File: src/rtl/mmio_uart_tx.sv
// Memory-mapped 8N1 UART transmitter with a small transmit FIFO.
// TXDATA at BASE_ADDR queues a byte; STATUS at BASE_ADDR+4 reports FIFO and serializer state.
module mmio_uart_tx #(
    parameter logic [31:0] BASE_ADDR    = 32'h0000_FF00,
    parameter int unsigned CLKS_PER_BIT = 16,
    parameter int unsigned FIFO_DEPTH   = 4
) (
    input  logic        clock,
    input  logic        reset,
    input  logic [31:0] addr,
    input  logic [31:0] wdata,
    input  logic        mem_write,
    output logic        sel,
    output logic [31:0] rdata,
    output logic        tx,
    output logic        busy
);

    localparam int unsigned PTR_W  = (FIFO_DEPTH > 1) ? $clog2(FIFO_DEPTH) : 1;
    localparam int unsigned CNT_W  = $clog2(FIFO_DEPTH + 1);
    localparam int unsigned BAUD_W = $clog2(CLKS_PER_BIT);
    localparam logic [31:0] STATUS_ADDR = BASE_ADDR + 32'd4;

    localparam logic [1:0] S_IDLE  = 2'd0;
    localparam logic [1:0] S_START = 2'd1;
    localparam logic [1:0] S_DATA  = 2'd2;
    localparam logic [1:0] S_STOP  = 2'd3;

    logic              hit_txdata;
    logic              hit_status;
    logic              armed_q;
    logic              push_req;
    logic              push;
    logic              pop;
    logic              full;
    logic              empty;
    logic              overflow_q;
    logic [7:0]        fifo_mem [FIFO_DEPTH];
    logic [PTR_W-1:0]  wr_ptr_q;
    logic [PTR_W-1:0]  rd_ptr_q;
    logic [CNT_W-1:0]  count_q;
    logic [CNT_W-1:0]  count_d;
    logic [1:0]        state_q;
    logic [1:0]        state_d;
    logic [BAUD_W-1:0] baud_q;
    logic [BAUD_W-1:0] baud_d;
    logic [2:0]        bit_q;
    logic [2:0]        bit_d;
    logic [7:0]        shift_q;
    logic [7:0]        shift_d;
    logic              bit_end;
    logic              tx_d;
    logic              busy_d;
    logic              unused_ok;

    // Word-granular decode: byte offset bits and upper data bits are don't-care.
    assign hit_txdata = (addr[31:2] == BASE_ADDR[31:2]);
    assign hit_status = (addr[31:2] == STATUS_ADDR[31:2]);
    assign sel        = hit_txdata | hit_status;
    assign unused_ok  = ^{addr[1:0], wdata[31:8]};

    always_comb begin
        rdata = '0;
        if (hit_status) begin
            rdata = {23'd0, 5'(count_q), overflow_q, (state_q != S_IDLE), empty, full};
        end
    end

    // Writes on the first edge after reset release are ignored via armed_q.
    assign full     = (count_q == CNT_W'(FIFO_DEPTH));
    assign empty    = (count_q == '0);
    assign push_req = armed_q & mem_write & hit_txdata;
    assign push     = push_req & ~full;
    assign count_d  = count_q + CNT_W'(push) - CNT_W'(pop);

    always_ff @(posedge clock or negedge reset) begin
        if (!reset) begin
            armed_q    <= 1'b0;
            wr_ptr_q   <= '0;
            rd_ptr_q   <= '0;
            count_q    <= '0;
            overflow_q <= 1'b0;
        end else begin
            armed_q <= 1'b1;
            count_q <= count_d;
            if (push) begin
                wr_ptr_q <= wr_ptr_q + PTR_W'(1);
            end
            if (pop) begin
                rd_ptr_q <= rd_ptr_q + PTR_W'(1);
            end
            if (push_req && full) begin
                overflow_q <= 1'b1;
            end else if (armed_q && mem_write && hit_status) begin
                overflow_q <= 1'b0;
            end
        end
    end

    always_ff @(posedge clock) begin
        if (push) begin
            fifo_mem[wr_ptr_q] <= wdata[7:0];
        end
    end

    assign bit_end = (baud_q == BAUD_W'(CLKS_PER_BIT - 1));

    // Serializer next state; tx and busy are computed from next state so they come out of flops.
    always_comb begin
        state_d = state_q;
        baud_d  = baud_q + BAUD_W'(1);
        bit_d   = bit_q;
        shift_d = shift_q;
        pop     = 1'b0;
        tx_d    = 1'b1;
        busy_d  = 1'b0;
        case (state_q)
            S_IDLE: begin
                baud_d = '0;
                if (!empty) begin
                    pop     = 1'b1;
                    shift_d = fifo_mem[rd_ptr_q];
                    state_d = S_START;
                end
            end
            S_START: begin
                if (bit_end) begin
                    baud_d  = '0;
                    bit_d   = '0;
                    state_d = S_DATA;
                end
            end
            S_DATA: begin
                if (bit_end) begin
                    baud_d  = '0;
                    shift_d = {1'b0, shift_q[7:1]};
                    if (bit_q == 3'd7) begin
                        state_d = S_STOP;
                    end else begin
                        bit_d = bit_q + 3'd1;
                    end
                end
            end
            default: begin
                if (bit_end) begin
                    baud_d = '0;
                    if (!empty) begin
                        pop     = 1'b1;
                        shift_d = fifo_mem[rd_ptr_q];
                        state_d = S_START;
                    end else begin
                        state_d = S_IDLE;
                    end
                end
            end
        endcase
        if (state_d == S_START) begin
            tx_d = 1'b0;
        end else if (state_d == S_DATA) begin
            tx_d = shift_d[0];
        end
        busy_d = (count_d != '0) || (state_d != S_IDLE);
    end

    always_ff @(posedge clock or negedge reset) begin
        if (!reset) begin
            state_q <= S_IDLE;
            baud_q  <= '0;
            bit_q   <= '0;
            shift_q <= '0;
            tx      <= 1'b1;
            busy    <= 1'b0;
        end else begin
            state_q <= state_d;
            baud_q  <= baud_d;
            bit_q   <= bit_d;
            shift_q <= shift_d;
            tx      <= tx_d;
            busy    <= busy_d;
        end
    end

endmodule

File: config.mk
export PLATFORM = sky130hd
export DESIGN_NAME = mmio_uart_tx
export DESIGN_NICKNAME = d
export VERILOG_FILES = /design/src/rtl/mmio_uart_tx.sv
export SDC_FILE = /design/constraint.sdc
export NUM_CORES = 1
export LEC_CHECK = 0
export ABC_CLOCK_PERIOD_IN_PS = 9300
export BUFFER_PORTS_ARGS = -buffer_cell sky130_fd_sc_hd__buf_2
export CAP_MARGIN = 30
export CORE_MARGIN = 2
export CORE_UTILIZATION = 27
export CTS_BUF_LIST = sky130_fd_sc_hd__clkbuf_2 sky130_fd_sc_hd__clkbuf_4 sky130_fd_sc_hd__clkbuf_8
export CTS_CLUSTER_DIAMETER = 100
export DETAILED_ROUTE_END_ITERATION = 10
export PLACE_DENSITY = 0.56
export SLEW_MARGIN = 20
export SYNTH_ARGS = -nofsm -noshare
export SYNTH_HDL_FRONTEND = slang
export SYNTH_SLANG_ARGS = --single-unit
File: constraint.sdc
create_clock -name clock -period 9.3 [get_ports clock]
set_clock_uncertainty 0.05 [all_clocks]
set_input_delay 1.86 -clock clock [delete_from_list [all_inputs] [get_ports clock]]
set_output_delay 1.86 -clock clock [all_outputs]
set_load 0.05 [all_outputs]
# [After elaboration in Yosys (flattened, before gate mapping)]
# Memories as Yosys holds them, arrays and structs flattened.
# Index checks and enable logic that the tools add are counted.
[word_totals] latch_bits=0 ram_bits=32 input_bits=67 register_bits=28 rom_bits=0 mem_count=1 elab_cells=79
[memory_table] name="fifo_mem" words=4 word_bits=8 read_ports=1 rd_ports_with_merged_regs=0 write_ports=1 line="38" text="logic [7:0] fifo_mem [FIFO_DEPTH];"
[op_classes] n_eq_ne=12 n_addsub=6 reduce_logical=15 order_cmp=0 n_mux=27 n_bitwise=6 shift=0 n_mul=0 div_mod_pow=0
[op_table] operator="30-bit by 14-bit equality test with 1-bit output (second input constant)" count=2
[op_table] operator="8-bit 2-to-1 mux" count=3
[op_table] operator="8-bit case mux with 3 select lines" count=1
[op_table] operator="2-bit 2-to-1 mux" count=5
[op_table] operator="2-bit nonzero test" count=5
[op_table] operator="1-bit 2-to-1 mux" count=9
[op_table] operator="3-bit 2-to-1 mux" count=3
[op_table] operator="4-bit 2-to-1 mux" count=2
[op_table] operator="7-bit 2-to-1 mux" count=1
[op_table] operator="3-bit equality test (second input constant)" count=2
[op_table] operator="2-bit inequality test (second input constant)" count=3
[op_table] operator="2-bit case mux with 3 select lines" count=1
[op_table] operator="3-bit case mux with 2 select lines" count=1
[op_table] operator="2-bit by 1-bit adder with 2-bit output (second input constant)" count=2
[op_table] operator="4-bit by 1-bit adder with 4-bit output (second input constant)" count=1
[op_table] operator="2-bit by 1-bit equality test with 1-bit output (second input constant)" count=2
[op_table] operator="2-bit equality test (second input constant)" count=2
[op_table] operator="4-bit equality test (second input constant)" count=1
[op_table] operator="4-bit AND reduction" count=1
[op_table] operator="3-bit by 1-bit adder with 3-bit output" count=1
[op_table] operator="3-bit by 1-bit adder with 3-bit output (second input constant)" count=1
[op_table] operator="1-bit AND" count=3
[op_table] operator="1-bit logical AND" count=3
[op_table] operator="3-bit logical NOT" count=1
[op_table] operator="other kinds (9)" count=10

# [Longest topological paths before layout]
# Gate-level depths: netlist of run 1.
[logic_depth] ltp_word=7 depth_mapped=12

# [Worst setup path after synthesis of run 1]
# OpenSTA, ideal clock, no wires.
[synth_path] path_type="input to output" from="input port addr[16]" to="output port rdata[0]" slack_ps=3393 t_required_ps=7390 n_path_buf=0 stages=3 t_arrival_ps=3997 cell_sequence="nor4_1 > nand4_1 > nor4_1"
[synth_via] elab_chain_cells=2
[synth_lines] item="start, declared" line="10" text="input logic [31:0] addr,"
[synth_lines] item="30-bit by 14-bit equality test with 1-bit output" line="58" text="assign hit_status = (addr[31:2] == STATUS_ADDR[31:2]);"
[synth_lines] item="7-bit 2-to-1 mux" line="64" text="if (hit_status) begin"
[synth_lines] item="end, declared" line="14" text="output logic [31:0] rdata,"
# No other way between the ends.

# [Worst setup path after layout of run 1]
[layout_path] from="input port addr[16]" to="output port rdata[3]"
# Same word-level chain as after synthesis.

==> flow_summary_export.csv, run 1 <==
group,metric,value,unit
run_status,outcome,"finished, final reports clean",
cts,htree_levels,3,
cells_and_area,seqCellArea,0.00166,mm^2
cts,cts_buffer_depth,2,
cells_and_area,area_growth_syn_to_layout,16.6,%
setup_path,critPathSlowestCell,"nor4_1",
setup_path,critPathLaunchType,"primary input",
synthesis,synthSimpleGateAreaFrac,0.149,
die,io_pins,102,
cells_and_area,final_common_cell,"buf_2",
cells_and_area,final_core_util,0.321,
timing,rsz0062_at_grt,"no",
cts,clk_latency,0.33,ns
timing,max_freq,192,MHz
synthesis,synth_warnings,0,
setup_path,crit_path_frequent_cell,"buf_2",
global_route,grt_start_max_net_pins,29,
routing,wirelength,5.12,mm
cts,cts_tree,"built",
die,dieArea,0.0118,mm^2
synthesis,synthCells,215,
placement,post-dp-hpwl,3.61,mm
setup_path,cp_max_fo,7,
die,fp.dieW,109,um
pwr,finalPower,0.542,mW
setup_path,crit_type,"in -> out",
setup_path,critical_path.max_stage_delay,0.35,ns
synthesis,synth-compound-area-share,0.0622,
cells_and_area,nNetsFinal,346,
timing,slew_viol_final,0,
synthesis,synth.area.mux_share,0.0694,
cts,cts_setup_buffers,0,
cells_and_area,multi_input_area,0.00113,mm^2
pwr,peakVddDrop,94.4,uV
routing,vias,1773,
setup_path,r2r_slack,5.58,ns
die,start_util,0.275,
pwr,power.density,157,mW/mm^2
timing,min_period,5.21,ns
worst_hold_path,hp-start,"baud_q[0]$_DFF_PN0_",
timing,slew_headroom,0.353,
setup_path,rr_endpoint,"busy$_DFF_PN0_",
routing,viasPerCell,4.28,
synthesis,yosys_register_bits,60,
synthesis,synth_edf_count,32,
placement,dp_cells,398,
global_route,overflow,0,
cts,cts-root-buf,"clkbuf_8",
synthesis,synth_fa_ha_area_frac,0.0449,
timing,holdWs,0.439,ns
timing,finalHoldViolCount,0,
routing,drc_errors,0,
global_route,gr-usage-all-layers,0.0936,
routing,drt_iter0_markers,57,
cells_and_area,fin_cells,414,
pwr,p_leak,1.44,nW
synthesis,syn_avg_cell_area,13.8,um^2
die,core_area,0.0107,mm^2
timing,min_period_over_period,0.560,
timing,fin_tns_setup,0,ns
worst_hold_path,hold_path_depth,1,
global_route,grt_pass1_wl,8.36,mm
die,row_count,38,
timing,worst_pin_slew,0.970,ns
cells_and_area,drive_above_1_share,0.307,
setup_path,reg2reg_from,"count_q[2]$_DFF_PN0_",
routing,avgRoutedWirePerCell,12.4,um
setup_path,worst-path-buf-inv,2,
synthesis,yosys.cell_types.count,44,
job,maxCapViolCount,0,
setup_path,critPathCaptureType,"primary output",
die,die_h,109,um
routing,postRouteAntennaNets,0,
cts,holdBufCountCts,0,
worst_hold_path,hold_path_class,"reg -> reg",
placement,port_buffers,50,
cts,cts.clk_slew.worst_paths,0.06,ns
cts,numCtsBuffers,9,
setup_path,ff2ff_path_depth,9,
cells_and_area,diodes,0,
timing,setup_viol,0,
cts,cts_num_sinks,60,
setup_path,critPathTopFamily,"simple AND/OR/NAND/NOR gates",
synthesis,synthFlopType,"edfxtp_1",
synthesis,synth_area,0.00296,mm^2
global_route,antenna_found_initial,0,
synthesis,synthArstFlopShare,0.467,
synthesis,synth_xor_area_frac,0.0237,
cts,post_cts_resized,0,
setup_path,cp_cell_sequence,"buf_2, nor4_1, nand4_1, nor3_1, and2_1, buf_2",
global_route,grt_pass1_vias,1735,
cells_and_area,nFillCells,1076,
setup_path,crit_required,7.39,ns
cells_and_area,mostFrequentLayoutCells,"50 x buf_2, 32 x edfxtp_1, 27 x dfrtp_1",
placement,place_congestion,0.714,
setup_path,arrival,3.30,ns
synthesis,synth_top_family_by_area,"simple AND/OR/NAND/NOR gates",
routing,dr.pass1.iters,4,
worst_hold_path,hold_end,"baud_q[0]$_DFF_PN0_",
synthesis,seq_area_frac_synth,0.562,
## report_power, final
part	leakage, nW	total [mW]	switching (mW)	internal (mW)
clock	0.0926	0.224	0.102	0.122
combinational	0.681	0.0375	0.0301	0.00742
sequential	0.668	0.281	0.0000444	0.281
## cell type report
type / instances / share of cell area
sequential: 60 / 0.482
multi-input combinational: 138 / 0.328
timing repair buffer: 50 / 0.0726
tap: 140 / 0.0508
clock buffer: 9 / 0.0359
clock inverter: 7 / 0.0196
inverter: 10 / 0.0109
## stage by stage
stage               cell area [um^2]  worst slack, ns
finish                          3450             4.09
detailed placement              3260             4.10
global placement                3260             4.10
global route                    3450             3.92
CTS                             3450             4.10
floorplan                       3050             3.39
## how the worst max path moves through the flow
| stage | start | end | slack, ns | cells past startpoint |
|---|---|---|---|---|
| after floorplan | addr[16] | rdata[0] | 3.39 | 3 |
| after global placement | addr[16] | rdata[6] | 4.10 | 6 |
| after detailed placement | addr[16] | rdata[6] | 4.10 | 6 |
| after CTS | addr[16] | rdata[6] | 4.10 | 6 |
| after global routing | addr[17] | rdata[2] | 3.92 | 5 |
| final | addr[16] | rdata[3] | 4.09 | 6 |
## cells in the mapped netlist, types with 3 or more instances
cell type / number / area share
or3_1: 3 / 0.0063
nand2_1: 5 / 0.0063
nor2_1: 9 / 0.011
xnor2_1: 6 / 0.018
a221o_1: 7 / 0.024
mux4_2: 8 / 0.061
and2_2: 4 / 0.010
inv_1: 10 / 0.013
nor2b_1: 9 / 0.019
nor3_1: 6 / 0.010
dfrtp_1: 27 / 0.23
nand3_1: 4 / 0.0068
buf_4: 26 / 0.066
ha_1: 9 / 0.038
clkbuf_1: 3 / 0.0038
a22oi_1: 3 / 0.0076
edfxtp_1: 32 / 0.33
nor4_1: 6 / 0.013
o2bb2ai_1: 3 / 0.0089
## registers in the layout (all words and copies together), names as in the netlist
signal and flops:
count_q 3, tx 1, wr_ptr_q 2, overflow_q 1
shift_q 8, bit_q 3, armed_q 1, state_q 2
baud_q 4, busy 1, rd_ptr_q 2, fifo_mem 32
## kinds of logic after synthesis
| family | count (synthesis) |
|---|---|
| and+or+nand+nor | 62 |
| DFF | 60 |
| buffers and inverters | 41 |
| AOI/OAI and AO/OA | 22 |
| adders and majority gates | 10 |
| muxes | 10 |
| xor gates and xnor gates | 8 |
| other | 2 |
## routing by layer
layer,wire length [um],share of wire,vias up,track usage
li1,-,-,857,-
met1,2210,0.43,865,0.114
met5,0,0,-,0
met3,252,0.049,6,0.0400
met4,57,0.011,0,0.0275
met2,2600,0.51,45,0.151
Power figures use the tool's default switching activity.
==> inputs of run 2 (changes only) <==
ABC_CLOCK_PERIOD_IN_PS = 5200   (was 9300)
clock period = 5.2 ns   (was 9.3 ns; I/O delays follow)
==> run 2 against run 1 <==
Against the previous run: die area unchanged; first-iteration DRC count unchanged; largest cell class unchanged; hold slack worse by 0.0049 ns; critical endpoint is now rdata[6]; register-to-register slack lost 3.6 ns; sequential share of layout area fell by 0.17 points; flip-flop and latch count is the same; non-clock buffer count rose by 1; sequential power rose by 79%; count of clock-buffer cells in the layout increased by 1.
==> flow_summary_export.csv, run 2 (synthesis results as in run 1) <==
group,metric,value,unit
cts,cts.clk_slew.worst_paths,0.06,ns
setup_path,cp_max_fo,7,
die,core_area,0.0107,mm^2
timing,max_freq,280,MHz
setup_path,critical_path.max_stage_delay,0.36,ns
setup_path,cp_cell_sequence,"buf_2, nor4_1, nand4_1, nor3_1, and2_1, buf_2",
routing,dr.pass1.iters,4,
cells_and_area,diodes,0,
cts,holdBufCountCts,0,
placement,place_ws,1.38,ns
cts,post_cts_resized,0,
cells_and_area,area_growth_syn_to_layout,17.0,%
routing,wirelength,5.21,mm
timing,setup_viol,0,
die,die_h,109,um
pwr,p_leak,1.45,nW
global_route,overflow,0,
timing,min_period,3.58,ns
setup_path,arrival,2.49,ns
die,row_count,38,
die,start_util,0.275,
pwr,power.density,283,mW/mm^2
global_route,grt_pass1_wl,8.46,mm
timing,finalHoldViolCount,0,
setup_path,reg2reg_from,"count_q[2]$_DFF_PN0_",
setup_path,r2r_slack,1.99,ns
worst_hold_path,hp-start,"baud_q[0]$_DFF_PN0_",
run_status,outcome,"finished, final reports clean",
setup_path,worst-path-buf-inv,2,
worst_hold_path,hold_path_depth,1,
cts,cts-root-buf,"clkbuf_8",
die,fp.dieW,109,um
setup_path,crit_path_frequent_cell,"buf_2",
cells_and_area,drive_above_1_share,0.313,
routing,drc_errors,0,
setup_path,ff2ff_path_depth,10,
cts,htree_levels,3,
job,maxCapViolCount,0,
routing,vias,1805,
pwr,peakVddDrop,177,uV
routing,drt_iter0_markers,57,
die,dieArea,0.0118,mm^2
cells_and_area,nNetsFinal,347,
global_route,grt_start_max_net_pins,29,
cts,clk_latency,0.34,ns
die,io_pins,102,
cts,cts_setup_buffers,0,
cells_and_area,nFillCells,1091,
setup_path,crit_required,4.11,ns
placement,post-dp-hpwl,3.69,mm
global_route,grt_pass1_vias,1764,
routing,postRouteAntennaNets,0,
global_route,antenna_found_initial,0,
worst_hold_path,hold_end,"baud_q[0]$_DFF_PN0_",
timing,min_period_over_period,0.688,
timing,worst_slack,1.62,ns
cells_and_area,mostFrequentLayoutCells,"50 x buf_2, 32 x edfxtp_1, 27 x dfrtp_1",
routing,avgRoutedWirePerCell,12.5,um
timing,worst_pin_slew,0.621,ns
cells_and_area,top_register,"fifo_mem",
cells_and_area,largest_registers,"fifo_mem x32, shift_q x8, baud_q x4",
placement,port_buffers,50,
cells_and_area,final_core_util,0.322,
timing,slew_viol_final,0,
cells_and_area,largest_reg_flops,32,
routing,viasPerCell,4.35,
setup_path,critPathCaptureType,"primary output",
setup_path,rr_endpoint,"busy$_DFF_PN0_",
worst_hold_path,hold_path_class,"reg -> reg",
placement,place_congestion,0.713,
setup_path,critPathTopFamily,"simple AND/OR/NAND/NOR gates",
setup_path,critPathLaunchType,"primary input",
cts,cts_num_sinks,60,
global_route,gr-usage-all-layers,0.0934,
cells_and_area,final_common_cell,"buf_2",
cts,numCtsBuffers,9,
timing,rsz0062_at_grt,"no",
timing,fin_tns_setup,0,ns
cts,cts_tree,"built",
setup_path,critPathSlowestCell,"nor4_1",
cts,cts_buffer_depth,2,
timing,slew_headroom,0.586,
setup_path,crit_type,"in -> out",
## run 2: routing by layer
layer / up-vias / GRT usage / wire length [um]
met5: - / 0 / 0
met4: 0 / 0.0412 / 64
met3: 6 / 0.0305 / 214
met2: 45 / 0.152 / 2670
met1: 893 / 0.113 / 2260
li1: 861 / - / -
## run 2: layout make-up
class,count,area (um^2),area share
clock inverter,6,65.1,0.0188
tap,140,175,0.0506
clock buffer,10,131,0.0380
multi-input combinational,138,1130,0.327
sequential,60,1660,0.481
timing repair buffer,51,258,0.0745
inverter,10,37.5,0.0108
## run 2: power breakdown
group / switching (mW) / total (mW) / internal [mW]
Clock: 0.184 / 0.410 / 0.226
Combinational: 0.0539 / 0.0672 / 0.0133
Sequential: 0.0000806 / 0.502 / 0.502
## run 2: worst max-delay path by stage
stage,from,to,cells after the start
after global routing,addr[17],rdata[3],6
after detailed placement,addr[4],busy$_DFF_PN0_,8
after floorplan,addr[16],rdata[0],3
after global placement,addr[16],busy$_DFF_PN0_,8
after CTS,addr[16],rdata[6],6
final,addr[16],rdata[6],6
## run 2: stage by stage
step	hold WS, ns	cell area (um^2)	std cells	power (mW)
after floorplan	0.393	3050	239	0.570
after global placement	0.416	3260	399	0.578
after detailed placement	0.432	3260	399	0.579
after CTS	0.441	3460	415	0.994
after global routing	0.454	3460	415	1.01
final	0.434	3460	415	0.979
==> inputs of run 3 (changes only) <==
ABC_CLOCK_PERIOD_IN_PS = 3700   (was 5200)
clock period = 3.7 ns   (was 5.2 ns; I/O delays follow)
==> run 3 against run 2 <==
Against the previous run: critical path depth up 3; sequential share of layout area is 0.12 points higher; highest routed layer unchanged; clock power rose by 30%; final area down 0.25%; sequential power grew 40%; largest power group unchanged; global-route usage down 0.28 points; final cell count unchanged; critical endpoint is now busy$_DFF_PN0_; core utilization fell by 0.082 points; register-to-register slack worse by 1.4 ns; first-iteration DRC count grew 1.8%; total power rose by 36%; die area did not move.
==> flow_summary_export.csv, run 3 (synthesis results as in run 1) <==
group,metric,value,unit
die,start_util,0.275,
pwr,p_leak,1.44,nW
routing,drt_iter0_markers,58,
die,dieArea,0.0118,mm^2
cts,numCtsBuffers,9,
setup_path,arrival,3.21,ns
cells_and_area,nFillCells,1103,
die,core_area,0.0107,mm^2
pwr,p_int,1.02,mW
pwr,peakVddDrop,239,uV
setup_path,cp_max_fo,6,
cts,cts-root-buf,"clkbuf_8",
cts,clk_latency,0.33,ns
run_status,outcome,"finished, final reports clean",
placement,dp_cells,400,
cells_and_area,drive_above_1_share,0.302,
routing,avgRoutedWirePerCell,12.0,um
pwr,finalPower,1.34,mW
placement,port_buffers,50,
pwr,seqPwrFrac,0.528,
die,io_pins,102,
cells_and_area,mostFrequentLayoutCells,"50 x buf_2, 32 x edfxtp_1, 27 x dfrtp_1",
placement,place_ws,0.432,ns
timing,finalHoldViolCount,0,
cts,cts_setup_buffers,0,
setup_path,crit_path_frequent_cell,"or3_1",
cells_and_area,nNetsFinal,348,
worst_hold_path,hold_path_class,"in -> async",
setup_path,crit_required,3.85,ns
global_route,gr-usage-all-layers,0.0906,
cells_and_area,top_register,"fifo_mem",
setup_path,critPathLaunchType,"flip-flop",
timing,min_period_over_period,0.827,
die,row_count,38,
setup_path,crit_type,"reg -> reg",
routing,wirelength,4.98,mm
global_route,grt_pass1_wl,8.14,mm
cts,cts.clk_slew.worst_paths,0.06,ns
global_route,grt_pass1_vias,1720,
cells_and_area,fin_cells,415,
timing,min_period,3.06,ns
routing,drc_errors,0,
routing,postRouteAntennaNets,0,
global_route,grt_start_max_net_pins,29,
routing,dr.pass1.iters,4,
die,die_h,109,um
cts,htree_levels,3,
global_route,overflow,0,
setup_path,critical_path.max_stage_delay,0.46,ns
pwr,switching_share,0.233,
setup_path,critPathSlowestCell,"or3_1",
cells_and_area,largest_reg_flops,32,
setup_path,r2r_slack,0.64,ns
routing,vias,1775,
timing,worst_pin_slew,0.623,ns
cts,holdBufCountCts,0,
cells_and_area,largest_registers,"fifo_mem x32, shift_q x8, baud_q x4",
setup_path,cp_cell_sequence,"or3_1, a22oi_1, inv_1, ha_1, inv_1, ha_1, fa_1, or3_1, or3_1",
placement,place_congestion,0.729,
placement,post-dp-hpwl,3.62,mm
die,fp.dieW,109,um
timing,holdWs,0.381,ns
timing,fin_tns_setup,0,ns
cts,cts_buffer_depth,2,
timing,rsz0062_at_grt,"no",
global_route,antenna_found_initial,0,
setup_path,critPathCaptureType,"flip-flop",
pwr,p_clk_frac,0.401,
cts,cts_num_sinks,60,
routing,viasPerCell,4.28,
timing,worst_slack,0.639,ns
pwr,pwr-share-comb,0.071,
timing,slew_viol_final,0,
timing,max_freq,327,MHz
cts,cts_tree,"built",
timing,slew_headroom,0.585,
pwr,switching_power,0.311,mW
cts,post_cts_resized,0,
timing,setup_viol,0,
cells_and_area,diodes,0,
cells_and_area,final_common_cell,"buf_2",
job,maxCapViolCount,0,
cells_and_area,area_growth_syn_to_layout,16.7,%
pwr,power.density,387,mW/mm^2
[run 3: routing by layer]
metal	routed length, um	track usage
met1	2220	0.111
met2	2470	0.146
met3	229	0.0365
met4	62	0.0302
met5	0	0
[run 3: metrics by stage]
stage	instance area [um^2]	util
2_1_floorplan	3050	-
3_5_place_dp	3270	0.304
6_report	3450	0.321
5_1_grt	3450	0.321
4_1_cts	3450	0.321
3_3_place_gp	3270	0.304
[run 3: power groups by stage]
| stage | sequential (mW) | clock [mW] | combinational, mW |
|---|---|---|---|
| finish | 0.705 | 0.535 | 0.0948 |
| global route | 0.705 | 0.592 | 0.102 |
| CTS | 0.705 | 0.557 | 0.0955 |
| detailed placement | 0.719 | 0 | 0.0955 |
| global placement | 0.719 | 0 | 0.0938 |
| floorplan | 0.719 | 0 | 0.0817 |
[run 3: layout make-up]
| cell class | count | area, um^2 | area share |
|---|---|---|---|
| repair buffers | 52 | 265 | 0.0769 |
| flip-flops and latches | 60 | 1660 | 0.482 |
| well taps | 140 | 175 | 0.0508 |
| clock inverters | 6 | 56.3 | 0.0163 |
| multi-input cells | 138 | 1130 | 0.327 |
| clock buffers | 9 | 124 | 0.0359 |
| inverters | 10 | 37.5 | 0.0109 |
[run 3: critical path: cells and delay by family, from the launching register on]
family | cells | cell delay (ns)
AO/OA/AOI/OAI | 1 | 0.27
adder cells (fa/ha/maj) | 3 | 0.90
buffers and inverters | 2 | 0.13
flip-flops | 1 | 0.43
AND/OR/NAND/NOR | 3 | 1.15
[run 3: final timing paths]
| kind | startpoint | end | depth (start not counted) |
|---|---|---|---|
| setup / recovery | count_q[2]$_DFF_PN0_ | busy$_DFF_PN0_ | 9 |
| hold / removal | reset | bit_q[2]$_DFFE_PN0P_ | 1 |
| setup reg to reg | count_q[2]$_DFF_PN0_ | busy$_DFF_PN0_ | 9 |
| hold reg to reg | baud_q[0]$_DFF_PN0_ | baud_q[0]$_DFF_PN0_ | 1 |
| max in group asynchronous | reset | bit_q[0]$_DFFE_PN0P_ | 1 |
| min in group clock | baud_q[0]$_DFF_PN0_ | baud_q[0]$_DFF_PN0_ | 1 |
